<file path="config.mk">
export PLATFORM = sky130hd
export DESIGN_NAME = sr_rw_control
export DESIGN_NICKNAME = d
export VERILOG_FILES = /design/src/rtl/sr_rw_control.sv
export SDC_FILE = /design/constraint.sdc
export NUM_CORES = 1
export LEC_CHECK = 0
export BUFFER_PORTS_ARGS = -buffer_cell sky130_fd_sc_hd__buf_2
export CAP_MARGIN = 20
export CORE_MARGIN = 3
export CORE_UTILIZATION = 54
export CTS_CLUSTER_DIAMETER = 40
export CTS_CLUSTER_SIZE = 8
export DETAILED_ROUTE_END_ITERATION = 8
export PLACE_DENSITY = 0.88
export SLEW_MARGIN = 20
export SYNTH_ARGS = -nofsm -noshare
export SYNTH_HDL_FRONTEND = slang
export SYNTH_SLANG_ARGS = --single-unit
export TNS_END_PERCENT = 5
</file>
<file path="constraint.sdc">
create_clock -name clk -period 2.4 [get_ports clk]
set_input_delay 0.36 -clock clk [delete_from_list [all_inputs] [get_ports clk]]
set_output_delay 0.36 -clock clk [all_outputs]
set_load 0.1 [all_outputs]
</file>
<file path="src/rtl/sr_rw_control.sv">
`default_nettype none
// ============================================================================
//  Module      : sr_rw_control
//  Description : Serial shift-register writer with simultaneous readback.
//                Shifts a latched word out on sr_data/sr_clk, samples
//                sr_miso on every sr_clk rising edge, pulses load_sr, then
//                reports completion with a one-cycle done pulse and the
//                captured word on dout.
//  Revision    : 1.0 - initial release
// ============================================================================
module sr_rw_control #(
    parameter int DATA_WIDTH      = 170,
    parameter int CNT_WIDTH       = 8,
    parameter int SHIFT_DIRECTION = 1,
    parameter int CLK_DIV         = 2,
    parameter int LOAD_WIDTH      = 1
) (
    input  logic                  clk,
    input  logic                  rst,
    input  logic                  start,
    input  logic [DATA_WIDTH-1:0] din,
    input  logic                  sr_miso,
    output logic                  sr_clk,
    output logic                  sr_data,
    output logic                  load_sr,
    output logic                  busy,
    output logic                  done,
    output logic [DATA_WIDTH-1:0] dout
);

    // Phase counter spans one full bit period of 2*CLK_DIV clk cycles.
    localparam int c_DIV_W = $clog2(2 * CLK_DIV);
    localparam int c_LD_W  = (LOAD_WIDTH > 1) ? $clog2(LOAD_WIDTH) : 1;

    localparam logic [c_DIV_W-1:0]   c_DIV_RISE  = c_DIV_W'(CLK_DIV - 1);
    localparam logic [c_DIV_W-1:0]   c_DIV_LAST  = c_DIV_W'(2 * CLK_DIV - 1);
    localparam logic [CNT_WIDTH-1:0] c_BIT_LAST  = CNT_WIDTH'(DATA_WIDTH - 1);
    localparam logic [c_LD_W-1:0]    c_LOAD_LAST = c_LD_W'(LOAD_WIDTH - 1);

    localparam logic [1:0] c_S_IDLE  = 2'd0;
    localparam logic [1:0] c_S_SHIFT = 2'd1;
    localparam logic [1:0] c_S_LOAD  = 2'd2;
    localparam logic [1:0] c_S_DONE  = 2'd3;

    logic [1:0]            r_state;
    logic [c_DIV_W-1:0]    r_div;
    logic [CNT_WIDTH-1:0]  r_bit_cnt;
    logic [c_LD_W-1:0]     r_load_cnt;
    // Shadow holds the bits still to be sent, aligned so the next one is
    // always at the outgoing end; it is refilled from din only at start.
    logic [DATA_WIDTH-1:0] r_shadow;
    logic [DATA_WIDTH-1:0] r_cap;

    logic                  w_first_bit;
    logic                  w_next_bit;
    logic [DATA_WIDTH-1:0] w_din_rest;
    logic [DATA_WIDTH-1:0] w_shadow_rest;
    logic [DATA_WIDTH-1:0] w_cap_next;

    // Bit ordering for both the outgoing stream and the captured word.
    generate
        if (SHIFT_DIRECTION != 0) begin : g_msb_first
            assign w_first_bit   = din[DATA_WIDTH-1];
            assign w_din_rest    = din << 1;
            assign w_next_bit    = r_shadow[DATA_WIDTH-1];
            assign w_shadow_rest = r_shadow << 1;
            assign w_cap_next    = (r_cap << 1) | DATA_WIDTH'(sr_miso);
        end else begin : g_lsb_first
            assign w_first_bit   = din[0];
            assign w_din_rest    = din >> 1;
            assign w_next_bit    = r_shadow[0];
            assign w_shadow_rest = r_shadow >> 1;
            assign w_cap_next    = (r_cap >> 1) | (DATA_WIDTH'(sr_miso) << (DATA_WIDTH - 1));
        end
    endgenerate

    // Transaction sequencer: all outputs are registered here.
    always_ff @(posedge clk) begin
        if (rst) begin
            r_state    <= c_S_IDLE;
            r_div      <= '0;
            r_bit_cnt  <= '0;
            r_load_cnt <= '0;
            r_shadow   <= '0;
            r_cap      <= '0;
            sr_clk     <= 1'b0;
            sr_data    <= 1'b0;
            load_sr    <= 1'b0;
            busy       <= 1'b0;
            done       <= 1'b0;
            dout       <= '0;
        end else begin
            case (r_state)
                c_S_IDLE: begin
                    if (start) begin
                        r_shadow  <= w_din_rest;
                        sr_data   <= w_first_bit;
                        sr_clk    <= 1'b0;
                        busy      <= 1'b1;
                        r_div     <= '0;
                        r_bit_cnt <= '0;
                        r_state   <= c_S_SHIFT;
                    end
                end

                c_S_SHIFT: begin
                    if (r_div == c_DIV_LAST) begin
                        r_div  <= '0;
                        sr_clk <= 1'b0;
                        if (r_bit_cnt == c_BIT_LAST) begin
                            r_bit_cnt  <= '0;
                            sr_data    <= 1'b0;
                            load_sr    <= 1'b1;
                            r_load_cnt <= '0;
                            r_state    <= c_S_LOAD;
                        end else begin
                            r_bit_cnt <= r_bit_cnt + CNT_WIDTH'(1);
                            sr_data   <= w_next_bit;
                            r_shadow  <= w_shadow_rest;
                        end
                    end else begin
                        r_div <= r_div + c_DIV_W'(1);
                        // Midpoint of the bit: raise sr_clk and sample the
                        // readback while sr_data is still stable.
                        if (r_div == c_DIV_RISE) begin
                            sr_clk <= 1'b1;
                            r_cap  <= w_cap_next;
                        end
                    end
                end

                c_S_LOAD: begin
                    if (r_load_cnt == c_LOAD_LAST) begin
                        r_load_cnt <= '0;
                        load_sr    <= 1'b0;
                        busy       <= 1'b0;
                        done       <= 1'b1;
                        dout       <= r_cap;
                        r_state    <= c_S_DONE;
                    end else begin
                        r_load_cnt <= r_load_cnt + c_LD_W'(1);
                    end
                end

                c_S_DONE: begin
                    done    <= 1'b0;
                    r_state <= c_S_IDLE;
                end

                default: begin
                    r_state <= c_S_IDLE;
                end
            endcase
        end
    end

endmodule
`default_nettype wire

</file>
# Word-level counts from Yosys, hierarchy flattened
# Cells that the tools add are included.
[word_totals]
reg_bits = 528
in_bits = 174
output_inout_bits = 175
wordCells = 82
[classes]
add_sub_neg = 3
eq_ne = 12
mux = 36
n_bitwise = 3
n_reduce_logical = 16
[op_table]
columns = ["op", "count"]
rows = [
  ["$mux W170", 3],
  ["$pmux W170 S2", 1],
  ["$or A170 B1 Y170", 1],
  ["$mux W8", 3],
  ["$pmux W8 S2", 1],
  ["$reduce_and A3 Y1", 5],
  ["$mux W1", 14],
  ["$mux W2", 6],
  ["$pmux W1 S2", 6],
  ["$reduce_and A4 Y1", 3],
  ["$ne A2 B2 Y1 const B", 5],
  ["$add A8 B1 Y8 const B", 1],
  ["$eq A8 B8 Y1 const B", 1],
  ["$pmux W2 S4", 1],
  ["$reduce_bool A2 Y1", 4],
  ["$eq A2 B2 Y1 const B", 3],
  ["$reduce_and A2 Y1", 3],
  ["$eq A2 B1 Y1 const B", 2],
  ["$pmux W2 S2", 1],
  ["$ne A3 B3 Y1 const B", 1],
  ["$add A2 B1 Y2 const B", 1],
  ["$logic_not A2 Y1", 1],
  ["$not A1 Y1", 2],
  ["$add A1 B1 Y1 const B", 1],
]

# Depth between registers and ports, before layout
# Gate-level depths: netlist of the first run.
[logic_depth]
depth_word = 4
ltp_mapped = 10
ltp_nobuf = 6

# Worst setup path after synthesis of the first run
# No wires, ideal clock.
[synth_path]
path_type = "register to register"
from = "register r_state[1]"
to = "register r_bit_cnt[7]"
setup_ns = 0.071
t_arrival_ns = 1.993
required_time_ns = 2.329
setup_slack_ns = 0.336
path_stages_with_launch = 9
n_path_buf = 2
period_less_slack_ns = 2.064
cell_sequence = "dfxtp_1 > inv_1 > ha_1 > nor2b_1 > buf_6 > or3_1 > buf_2 > or4_1 > a21oi_1"
[synth_via]
elab_chain_cells = 3
word_cells_on_any_way = 7
cone_classes = "eq/ne (3); mux (1); reduce/logical (3)"
[synth_rtl]
columns = ["item", "line_no", "source"]
rows = [
  ["start: declaration", "45", "logic [1:0] r_state;"],
  ["start signal: assignment", "80", "r_state <= c_S_IDLE;"],
  ["start signal: assignment", "102", "r_state <= c_S_SHIFT;"],
  ["start signal: assignment", "115", "r_state <= c_S_LOAD;"],
  ["$eq A2 B1 Y1 or $logic_not A2 Y1 (tied branches)", "93", "case (r_state)"],
  ["$ne A2 B2 Y1 (no line) or $reduce_bool A2 Y1 (tied branches)", "--", ""],
  ["$reduce_and A3 Y1 (no line)", "--", ""],
  ["end signal: assignment", "117", "r_bit_cnt <= r_bit_cnt + CNT_WIDTH'(1);"],
  ["end: declaration", "47", "logic [CNT_WIDTH-1:0] r_bit_cnt;"],
]
# Parallel ways exist; a longest one is shown, timed or not.
# A chain may end at the register's enable or synchronous reset.

# Final worst setup path of the first run
[layout_path]
from = "register r_state[0]"
to = "register r_shadow[144]"
[layout_via]
elab_chain_cells = 3
word_cells_on_any_way = 8
cone_classes = "eq/ne (4); mux (1); reduce/logical (3)"
[layout_rtl]
columns = ["item", "line_no", "source"]
rows = [
  ["$eq A2 B1 Y1 or $logic_not A2 Y1 (tied branches)", "93", ""],
  ["$ne A2 B2 Y1 (no line) or $reduce_bool A2 Y1 (tied branches)", "--", ""],
  ["$reduce_and A4 Y1 (no line)", "--", ""],
  ["end signal: assignment", "96", "r_shadow <= w_din_rest;"],
  ["end signal: assignment", "119", "r_shadow <= w_shadow_rest;"],
  ["end: declaration", "51", "logic [DATA_WIDTH-1:0] r_shadow;"],
]
# Parallel ways exist; a longest one is shown, timed or not.

==> results.json, run 1 <==
{
  "ir_drop_uv": 793,
  "layout_min_cycle_time_ps": 2280,
  "drt_iter0_markers": 1105,
  "antenna_found_initial": 6,
  "yosysWarnings": 0,
  "netSwitchingFraction_pct": 30.0,
  "portBuffers": 348,
  "worstMarginPinSlew_ps": 739,
  "combPwrFrac_pct": 30.3,
  "synth_top_area_share_pct": 49.8,
  "initial_core_util_pct": 55.5,
  "cap_viol_max_count": 0,
  "grt_overflow": 0,
  "holdWs_ps": 84.3,
  "hold_class": "primary input to register",
  "yosys.area.top_type": "dfxtp_1",
  "via_per_inst": 5.38,
  "die_area_mm2": 0.0415,
  "fin_skew_ps": 24.0,
  "netlist_area_mm2": 0.0211,
  "routabilityCongestion": 0.788,
  "finalSetupViolCount": 0,
  "grt_pass1_wl_mm": 83.2,
  "synth_flop_cell": "dfxtp_1",
  "first_global_vias": 17000,
  "syn_inst": 2311,
  "grt_max_degree": 153,
  "synthTopCellsByArea": "dfxtp_1 50%, mux2i_1 16%, nand2_1 12%",
  "fin_cells": 3161,
  "placement_rows": 71,
  "start_kind": "register",
  "nets": 2799,
  "mostFrequentLayoutCell": "nand2_1",
  "dpl.hpwl_mm": 32.6,
  "period_share_pct": 94.8,
  "stdcell_area_mm2": 0.0259,
  "num_vias": 17000,
  "drtPass1Iterations": 5,
  "wl_per_cell_um": 16.4,
  "p_leak_uw": 0.0105,
  "die_y_um": 204,
  "worstPathArrival_ps": 2770,
  "final_core_utilization_pct": 67.8,
  "p_clk_share_pct": 34.0,
  "p_int_uw": 20900,
  "wirelength_mm": 51.8,
  "end_kind": "register",
  "cts_sinks": 526,
  "switchingPower_uw": 8970,
  "syn_avg_cell_area_um2": 9.14,
  "ioPinCount": 349,
  "synth_seq_area_share_pct": 49.8,
  "yosys.cell_types.count": 39,
  "power_density_mw_per_mm2": 1160,
  "synth_seq_cells": 526,
  "cts_tree": "yes",
  "cts-root-buf": "clkbuf_16",
  "synth_edf_count": 0,
  "final_cell_mix": "681 x nand2_1, 526 x dfxtp_1, 347 x buf_2, 339 x mux2i_1, 181 x nor2_1",
  "crit_type": "register to register",
  "antenna_left": 0,
  "outcome": "completed",
  "hold_viol_final": 0,
  "core_area_mm2": 0.0381,
  "clk_pin_slew_worst_paths_ps": 50,
  "die_x_um": 204,
  "placed_cell_area_mm2": 0.0235,
  "finalSetupTns_ps": 0,
  "htree_levels": 3,
  "synthArstFlopShare_pct": 0,
  "dp.cells": 3042,
  "slew_viol_final": 0,
  "syn_nets": 2494,
  "cp_data_required_time_ps": 2890,
  "cp_max_fo": 21,
  "relSlewSlack_pct": 50.8,
  "cts_made_buffers": 81,
  "clk_latency_ps": 580,
  "p_seq_share_pct": 35.7,
  "area_growth_pct": 22.3,
  "grt_use_total_pct": 24.0,
  "fmax_ghz": 0.439,
  "drive_above_1_share_pct": 25.5,
  "drcViolationCount": 0,
  "rsz0062_at_grt": "false",
  "clk_path_buf_depth": 3
}
## layer usage
metal	up-vias	global-route usage, %	routed length [um]	share of wire (%)
li1	8246	-	-	-
met1	8086	28.5	21000	41
met2	524	41.5	26000	50
met3	137	5.00	2820	5.4
met4	0	11.7	1870	3.6
met5	-	0	0	0
## registers in the layout (all words and copies together), names as in the netlist
signal     count
dout         170
r_cap        170
r_shadow     169
r_bit_cnt      8
r_div          2
r_state        2
busy           1
done           1
load_sr        1
sr_clk         1
sr_data        1
## path summary, 6_finish.rpt
check	start	end	cells after the start	slack, ps
max	r_state[0]	r_shadow[144]	9	120
min	din[169]	sr_data	3	80
max reg2reg	r_state[0]	r_shadow[144]	9	120
min reg2reg	r_shadow[8]	r_shadow[8]	2	460
## power by group through the flow
stage	registers, uW	clock network, uW	logic, uW
finish	10700	10200	9060
detailed placement	10800	0	8860
global route	10800	10700	9690
floorplan	10700	0	6910
CTS	10600	10300	8940
global placement	10700	0	8510
## final cells by class
class / count / area (um2)
Inverter: 8 / 37.5
Clock buffer: 97 / 2170
Sequential cell: 526 / 10500
Antenna cell: 7 / 17.5
Tap cell: 511 / 639
Fill cell: 2657 / 12300
Clock inverter: 13 / 143
Timing Repair Buffer: 395 / 2400
Multi-Input combinational cell: 1604 / 9920
## synth_stat cells (all sizes together) (3+ instances only)
library cell	number
nor3	6
xnor2	6
inv	8
nor2b	3
clkbuf	139
o21ai	4
mux2i	339
nand2	682
mux2	168
buf	34
nor4	3
nor2	181
dfxtp	526
o31ai	3
ha	9
a21oi	178
## metrics by stage
step,setup WS (ps),total power [uW]
2_1_floorplan,336,17600
3_3_place_gp,-42.9,19200
3_5_place_dp,-163,19600
4_1_cts,14.0,29900
5_1_grt,17.5,31200
6_report,124,29900
## cell families after synthesis
logic type	after synthesis	share of synthesized area, %
muxes	507	25.0
xor gates and xnor gates	6	0.249
DFF	526	49.8
and+or+nand+nor	889	16.1
adders and majority gates	9	0.533
AOI/OAI and AO/OA	193	4.74
buffers and inverters	181	3.51
## worst max-delay path, cell delays in order, from the launching register on
cell     delay, ps
dfxtp_1        330
inv_1          110
ha_1           230
buf_4          150
nor2_1         220
nor3_2         120
a21oi_4        290
buf_12         230
buf_12         210
mux2i_1        260
## repair_timing
action,CTS,global route
setup buffers,0,0
endpoints found under the hold margin,1,0
gates cloned,0,1
hold buffers,1,0
gates resized for setup,1,1
endpoints found under the setup margin,151,89
No activity file was read; power rests on OpenSTA's default activity.
==> run 2, diff against run 1 <==
Settings changed: SKIP_CTS_REPAIR_TIMING from default to 1.
Clock period 2.4 ns to 2.69 ns, I/O delays scaled along.
==> run 2 against run 1 <==
  * Die area stayed put
  * Largest power group unchanged
  * Critical path type unchanged
  * Wire length is 0.50% lower
  * Combinational power is 14% lower
  * Largest cell class unchanged
  * Via count is 0.23% lower
  * Sequential cell count stayed put
  * Critical endpoint is now r_shadow[50]
==> results.json, run 2 (synthesis results as in run 1) <==
{
  "outcome": "completed",
  "cap_viol_max_count": 0,
  "rr_startpoint": "r_state[0]",
  "initial_core_util_pct": 55.5,
  "rsz0062_at_grt": "false",
  "hold_depth": 2,
  "final_cell_mix": "681 x nand2_1, 526 x dfxtp_1, 347 x buf_2, 339 x mux2i_1, 181 x nor2_1",
  "cts_sinks": 526,
  "grt_use_total_pct": 23.9,
  "hold_class": "primary input to register",
  "die_x_um": 204,
  "dpl.hpwl_mm": 32.2,
  "min_to": "r_shadow[1]",
  "dp.cells": 3027,
  "drcViolationCount": 0,
  "power_density_mw_per_mm2": 1040,
  "fin_skew_ps": 13.1,
  "routabilityCongestion": 0.808,
  "fin_cells": 3137,
  "mostFrequentLayoutCell": "nand2_1",
  "slew_viol_final": 0,
  "reg_top3": "dout x170, r_cap x170, r_shadow x169",
  "cts_tree": "yes",
  "worstRegToRegCells": 7,
  "ioPinCount": 349,
  "hp-start": "din[0]",
  "finalSetupViolCount": 0,
  "grt_overflow": 0,
  "nets": 2782,
  "holdWs_ps": 56.2,
  "rrSetupSlack_ps": 290,
  "r2r_end": "r_shadow[50]",
  "cts_made_buffers": 81,
  "worstPathArrival_ps": 2910,
  "die_y_um": 204,
  "via_per_inst": 5.40,
  "die_area_mm2": 0.0415,
  "crit_type": "register to register",
  "clk_latency_ps": 600,
  "end_kind": "register",
  "wl_per_cell_um": 16.4,
  "fmax_ghz": 0.416,
  "top_layer": "met5",
  "hold_viol_final": 0,
  "routed-wl-met2_mm": 26.0,
  "core_area_mm2": 0.0381,
  "cp_max_fo": 29,
  "antenna_found_initial": 5,
  "critPathLaunch": "r_state[0]",
  "area_growth_pct": 22.0,
  "p_leak_uw": 0.0105,
  "period_share_pct": 89.4,
  "fill_cells": 2721,
  "final_core_utilization_pct": 67.7,
  "ir_drop_uv": 840,
  "placement_rows": 71,
  "clk_pin_slew_worst_paths_ps": 50,
  "portBuffers": 348,
  "antenna_left": 0,
  "drtPass1Iterations": 7,
  "first_global_vias": 16800,
  "grt_pass1_wl_mm": 82.9,
  "drive_above_1_share_pct": 25.2,
  "finalSetupTns_ps": 0,
  "wirelength_mm": 51.5,
  "relSlewSlack_pct": 36.3,
  "worstMarginPinSlew_ps": 955,
  "dr_wl_met3_mm": 2.86,
  "finalPower_uw": 26800,
  "num_vias": 17000,
  "grt_max_degree": 171,
  "clk_path_buf_depth": 3,
  "cts-root-buf": "clkbuf_16",
  "drt-met1-wl_mm": 20.9,
  "drt_iter0_markers": 1165,
  "start_kind": "register",
  "layout_min_cycle_time_ps": 2400,
  "cp_data_required_time_ps": 3200,
  "htree_levels": 3
}
## run 2: layout make-up
class,count,area [um2],area share (%)
Multi-Input combinational cell,1604,9920,38.5
Clock inverter,15,277,1.07
Inverter,8,37.5,0.146
Antenna cell,4,10.0,0.0388
Clock buffer,91,2130,8.28
Sequential cell,526,10500,40.8
Tap cell,511,639,2.48
Timing Repair Buffer,378,2240,8.69
## run 2: critical path, stage by stage, from the launching register on
cell,delay [ps]
dfxtp_1,340
inv_1,180
ha_1,300
nor2b_4,360
nor3_2,140
a21oi_4,250
buf_4,450
mux2i_1,280
## run 2: stage by stage
step	setup WS (ps)	area [um2]
6_report	286	25800
2_1_floorplan	626	21100
4_1_cts	-101	25800
3_5_place_dp	-34.8	23400
3_3_place_gp	108	23400
5_1_grt	117	25800
## run 2: report_power, final
group | total [uW] | internal (uW) | switching, uW
Clock | 9410 | 5970 | 3440
Combinational | 7810 | 3840 | 3970
Sequential | 9530 | 8940 | 589
## run 2: worst max path at each step
| stage | slack, ps | end | cells after the start |
|---|---|---|---|
| 6_report | 290 | r_shadow[50] | 7 |
| 2_1_floorplan | 630 | r_bit_cnt[7] | 8 |
| 3_5_place_dp | -30 | r_shadow[46] | 7 |
| 5_1_grt | 120 | r_shadow[145] | 8 |
| 4_1_cts | -100 | r_shadow[50] | 7 |
| 3_3_place_gp | 110 | r_shadow[38] | 7 |
## run 2: layer usage
| layer | vias to the layer above | GRT usage (%) |
|---|---|---|
| li1 | 8208 | - |
| met2 | 513 | 41.4 |
| met5 | - | 0 |
| met4 | 2 | 10.6 |
| met1 | 8111 | 28.4 |
| met3 | 120 | 5.61 |
